===== src/rtl/dds_wave_core.sv =====
// dds_wave_core
// DDS front end: a phase accumulator drives the shared ROM address, a fixed
// square-wave ROM is read synchronously, and a debounced 4-key panel selects
// the waveform with a held one-hot register plus one-cycle press strobes.
// rst_n asserts asynchronously. Its release is expected to arrive already
// synchronised to clk from the system reset controller.
module dds_wave_core #(
   parameter int ACC_W   = 32,
   parameter int ADDR_W  = 8,
   parameter int DATA_W  = 8,
   parameter int DEB_CYC = 1000000
) (
   input  logic              clk,
   input  logic              rst_n,
   input  logic [ACC_W-1:0]  freqctrl,
   input  logic [3:0]        key_in,
   output logic [ADDR_W-1:0] addr,
   output logic [DATA_W-1:0] rec_q,
   output logic [3:0]        key_sel,
   output logic [3:0]        key_pulse
);

   localparam int CNT_W = (DEB_CYC > 2) ? $clog2(DEB_CYC) : 1;
   localparam logic [CNT_W-1:0] CNT_MAX  = CNT_W'(DEB_CYC - 1);
   localparam logic [CNT_W-1:0] CNT_LOAD = CNT_W'(DEB_CYC - 2);

   // Square-wave contents: the lower half of the table is full scale, the
   // upper half is zero. The table is fixed, so it is expressed as a function.
   function automatic logic [DATA_W-1:0] square_sample(input logic [ADDR_W-1:0] a);
      logic [DATA_W-1:0] v;
      if (a[ADDR_W-1] == 1'b0) begin
         v = {DATA_W{1'b1}};
      end else begin
         v = {DATA_W{1'b0}};
      end
      return v;
   endfunction

   logic [ACC_W-1:0] acc_r;
   logic [ACC_W-1:0] acc_next_s;
   logic [3:0]       sync1_r;
   logic [3:0]       s_key_r;
   logic [3:0]       prev_r;
   logic [CNT_W-1:0] cnt_r;
   logic [3:0]       k_st_r;
   logic             load_s;
   logic [3:0]       press_s;
   logic [3:0]       sel_next_s;

   // Next accumulator value; wraps naturally modulo 2^ACC_W.
   always_comb begin
      acc_next_s = acc_r + freqctrl;
   end

   // Phase accumulator and address register, both updated on the same edge.
   always_ff @(posedge clk or negedge rst_n) begin
      if (!rst_n) begin
         acc_r <= {ACC_W{1'b0}};
         addr  <= {ADDR_W{1'b0}};
      end else begin
         acc_r <= acc_next_s;
         addr  <= acc_next_s[ACC_W-1 -: ADDR_W];
      end
   end

   // Synchronous ROM read; rec_q lags addr by one cycle.
   always_ff @(posedge clk or negedge rst_n) begin
      if (!rst_n) begin
         rec_q <= {DATA_W{1'b0}};
      end else begin
         rec_q <= square_sample(addr);
      end
   end

   // Two-flop synchroniser for the raw keys and previous-cycle copy.
   always_ff @(posedge clk or negedge rst_n) begin
      if (!rst_n) begin
         sync1_r <= 4'b1111;
         s_key_r <= 4'b1111;
         prev_r  <= 4'b1111;
      end else begin
         sync1_r <= key_in;
         s_key_r <= sync1_r;
         prev_r  <= s_key_r;
      end
   end

   // Stability counter: restarts on any change, saturates at DEB_CYC-1.
   always_ff @(posedge clk or negedge rst_n) begin
      if (!rst_n) begin
         cnt_r <= {CNT_W{1'b0}};
      end else if (s_key_r != prev_r) begin
         cnt_r <= {CNT_W{1'b0}};
      end else if (cnt_r != CNT_MAX) begin
         cnt_r <= cnt_r + {{(CNT_W-1){1'b0}}, 1'b1};
      end else begin
         cnt_r <= cnt_r;
      end
   end

   // Accept on the single cycle the counter steps onto its saturation value,
   // detect presses against the old accepted state, pick highest index for select.
   always_comb begin
      load_s     = 1'b0;
      press_s    = 4'b0000;
      sel_next_s = key_sel;
      if ((s_key_r == prev_r) && (cnt_r == CNT_LOAD)) begin
         load_s  = 1'b1;
         press_s = k_st_r & ~s_key_r;
      end else begin
         load_s  = 1'b0;
         press_s = 4'b0000;
      end
      if (press_s[3]) begin
         sel_next_s = 4'b1000;
      end else if (press_s[2]) begin
         sel_next_s = 4'b0100;
      end else if (press_s[1]) begin
         sel_next_s = 4'b0010;
      end else if (press_s[0]) begin
         sel_next_s = 4'b0001;
      end else begin
         sel_next_s = key_sel;
      end
   end

   // Accepted key state, press strobes and held waveform select.
   always_ff @(posedge clk or negedge rst_n) begin
      if (!rst_n) begin
         k_st_r    <= 4'b1111;
         key_pulse <= 4'b0000;
         key_sel   <= 4'b1000;
      end else begin
         if (load_s) begin
            k_st_r <= s_key_r;
         end else begin
            k_st_r <= k_st_r;
         end
         key_pulse <= press_s;
         key_sel   <= sel_next_s;
      end
   end

endmodule


===== config.mk =====
export PLATFORM = sky130hd
export DESIGN_NAME = dds_wave_core
export DESIGN_NICKNAME = d
export VERILOG_FILES = /design/src/rtl/dds_wave_core.sv
export SDC_FILE = /design/constraint.sdc
export NUM_CORES = 1
export LEC_CHECK = 0
export ABC_AREA = 1
export ABC_CLOCK_PERIOD_IN_PS = 4500
export CAP_MARGIN = 20
export CORE_UTILIZATION = 45
export CTS_CLUSTER_SIZE = 16
export DETAILED_ROUTE_END_ITERATION = 6
export PLACE_DENSITY = 0.77
export SETUP_SLACK_MARGIN = 0.4
export SLEW_MARGIN = 25
export SYNTH_ARGS = -nofsm -noshare
export SYNTH_HDL_FRONTEND = slang
export SYNTH_SLANG_ARGS = --single-unit

===== constraint.sdc =====
create_clock -name clk -period 4.5 [get_ports clk]
set_clock_uncertainty 0.1 [all_clocks]
set_input_delay 0.675 -clock clk [delete_from_list [all_inputs] [get_ports clk]]
set_output_delay 0.675 -clock clk [all_outputs]
set_load 0.02 [all_outputs]

==> results.json <==
{
  "status": "finished with violations",
  "violations": "DRC",
  "cp_top_family": "adder cells",
  "vias": 4753,
  "crit_chain": "clkdlybuf4s50_1 -> ha_1 -> fa_1 -> nand3_1 -> nand3_1 -> a21oi_1 -> inv_1 -> nand2_1 -> nand3_1 -> nand2_1 -> nand2_1",
  "die_area_sq_um": 12300,
  "place_congestion": 0.873,
  "critPathKind": "in -> reg",
  "drv_slew": 0,
  "ios": 62,
  "syn2layout_area_growth_pct": 18.1,
  "cap_violations": 0,
  "leakagePower_nw": 3.34,
  "dp_cells": 962,
  "layout.cells.non_filler": 978,
  "peakVddDrop_uv": 352,
  "worst-path-stages": 11,
  "period_needed_ns": 2.48,
  "h-tree-depth": 3,
  "initial_core_util_pct": 46.4,
  "core_sq_um": 11500,
  "finalSetupViolCount": 0,
  "min_period_over_period_pct": 55.2,
  "cts_hold_buf": 0,
  "tightest_slew_ns": 0.700,
  "clkLatencyLatePin_ns": 0.35,
  "clk_path_buf_depth": 2,
  "synth_edf_count": 0,
  "wirelength_met1_mm": 5.42,
  "syn_area_per_cell_sq_um": 6.90,
  "crit_fanout": 4,
  "max_stage_delay_ns": 0.45,
  "r2r_cells": 6,
  "clock-sinks": 77,
  "syn_area_sq_um": 5340,
  "detailroute.wirelength.met2_mm": 5.81,
  "crit_path_end_kind": "flop",
  "max-slew-margin-rel_pct": 53.4,
  "place.detailed.hpwl_mm": 9.15,
  "cts_root_buffer": "clkbuf_16",
  "post-route-drc-count": 8,
  "whs_path_depth": 0,
  "post-cts-setup-buffers": 0,
  "syn_inst": 774,
  "nFillCells": 1117,
  "via_per_inst": 4.86,
  "cts_buffers": 9,
  "grt_max_degree": 78,
  "ys_seq_elements": 77,
  "antenna_found_initial": 0,
  "yosysUniqueCellTypes": 34,
  "total_power_w": 0.00358,
  "first_global_vias": 4602,
  "die_w_microns": 111,
  "ant_nets": 0,
  "max_freq_mhz": 403,
  "die_h_microns": 111,
  "placementRows": 39,
  "synth_nets": 846,
  "crit_arrival_ns": 2.62,
  "yosysWarningCount": 0,
  "layout.nets": 902,
  "grt_pass1_wl_mm": 20.4,
  "drt_iter0_drc": 200,
  "dr.max_layer_used": "met4",
  "critical_path_required_ns": 4.64,
  "yosysSeqAreaShare_pct": 36.5,
  "powerDensity_nw_per_um2": 567,
  "setup_tns_ns": 0,
  "synth_top_area_share_pct": 28.1,
  "critPathLaunchType": "input port",
  "cts-resized-gates": 0,
  "diodes": 0,
  "gr-total-overflow": 0,
  "ys_top_cells_by_area": "dfrtp_1 28%, nand2_1 19%, inv_1 9.6%",
  "synth_top_cells_by_count": "269 x nand2_1, 137 x inv_1, 79 x nor2_1",
  "cpMaxStageDelayCell": "fa_1",
  "dr_wl_met3_microns": 556,
  "drt-wirelength-per-cell_microns": 12.3,
  "synthArstFlopShare_pct": 100,
  "postRouteWirelength_mm": 12.0,
  "grt_util_all_layers_pct": 20.6,
  "yosys.cell_count.top_type": "nand2_1",
  "synth_top_flop_cell": "dfrtp_1",
  "timing.hold.worst.class": "reg -> reg",
  "crit_buf_inv": 2,
  "rsz0062_at_grt": "no",
  "path_clk_slew_ns": 0.06,
  "cts_tree": "yes",
  "drt_pass1_iterations": 7,
  "finalHoldViolCount": 0,
  "drive_above_1_share_pct": 6.83,
  "portBuffers": 61,
  "synth_top_cell_by_area": "dfrtp_1",
  "utilization_pct": 54.8,
  "timing.hold.ws_ns": 0.251
}
[worst paths after layout]
check	startpoint	endpoint	slack (ns)
min reg2reg	sync1_r[0]	s_key_r[0]	0.25
min in group asynchronous	rst_n	key_pulse[2]	0.26
max reg2reg	s_key_r[0]	cnt_r[5]	2.24
max in group asynchronous	rst_n	acc_r[22]	3.57
min	sync1_r[0]	s_key_r[0]	0.25
max	freqctrl[0]	acc_r[24]	2.02
[through the flow]
| step | cell area (sq um) | setup slack, ns |
|---|---|---|
| 4_1_cts | 6310 | 2.02 |
| 6_report | 6310 | 2.02 |
| 2_1_floorplan | 5340 | 2.24 |
| 5_1_grt | 6310 | 1.84 |
| 3_3_place_gp | 6010 | 1.73 |
| 3_5_place_dp | 6010 | 1.66 |
[area by class of cell]
class,count,area (sq um),area share (%)
Multi-Input combinational cell,539,2750,43.5
Clock inverter,5,38.8,0.615
Tap cell,143,179,2.84
Sequential cell,77,1950,30.9
Inverter,142,533,8.45
Timing Repair Buffer,61,612,9.70
Clock buffer,11,254,4.03
[kinds of logic after synthesis]
group                    Yosys count  share of synthesized area (%)
AND/OR/NAND/NOR                  433                           34.0
flip-flops                        77                           36.5
buffers and inverters            158                           12.2
XOR/XNOR                          27                           4.43
adder cells (fa/ha/maj)           34                           8.10
AO/OA/AOI/OAI                     45                           4.85
[registers in the layout, summed over array words and instances (netlist names)]
register and cells:
prev_r 4, rec_q 1, key_sel 4, sync1_r 4, k_st_r 4, s_key_r 4
key_pulse 4, acc_r 32, cnt_r 20
[cell usage in the layout, fill, tap and decap left out, types with 17 or more instances in the layout]
| cell | Yosys | final |
|---|---|---|
| inv_1 | 137 | 137 |
| nand3_1 | 41 | 41 |
| nand2_1 | 269 | 269 |
| a21oi_1 | 22 | 22 |
| xor2_1 | 21 | 21 |
| clkdlybuf4s50_1 | 0 | 60 |
| dfstp_2 | 17 | 17 |
| dfrtp_1 | 60 | 60 |
| nor2_1 | 79 | 79 |
| ha_1 | 33 | 33 |
[layer usage]
layer | vias up | track usage (%)
met1 | 2152 | 24.9
li1 | 2473 | -
met5 | - | 0
met2 | 108 | 36.4
met4 | 0 | 7.67
met3 | 20 | 3.99
[where the power goes]
group / total [W] / internal (W) / switching [W] / leakage (nW)
combinational: 0.00190 / 0.000718 / 0.00119 / 2.25
sequential: 0.000949 / 0.000872 / 0.0000761 / 0.943
clock: 0.000728 / 0.000412 / 0.000316 / 0.146
Power figures use the tool's default switching activity.
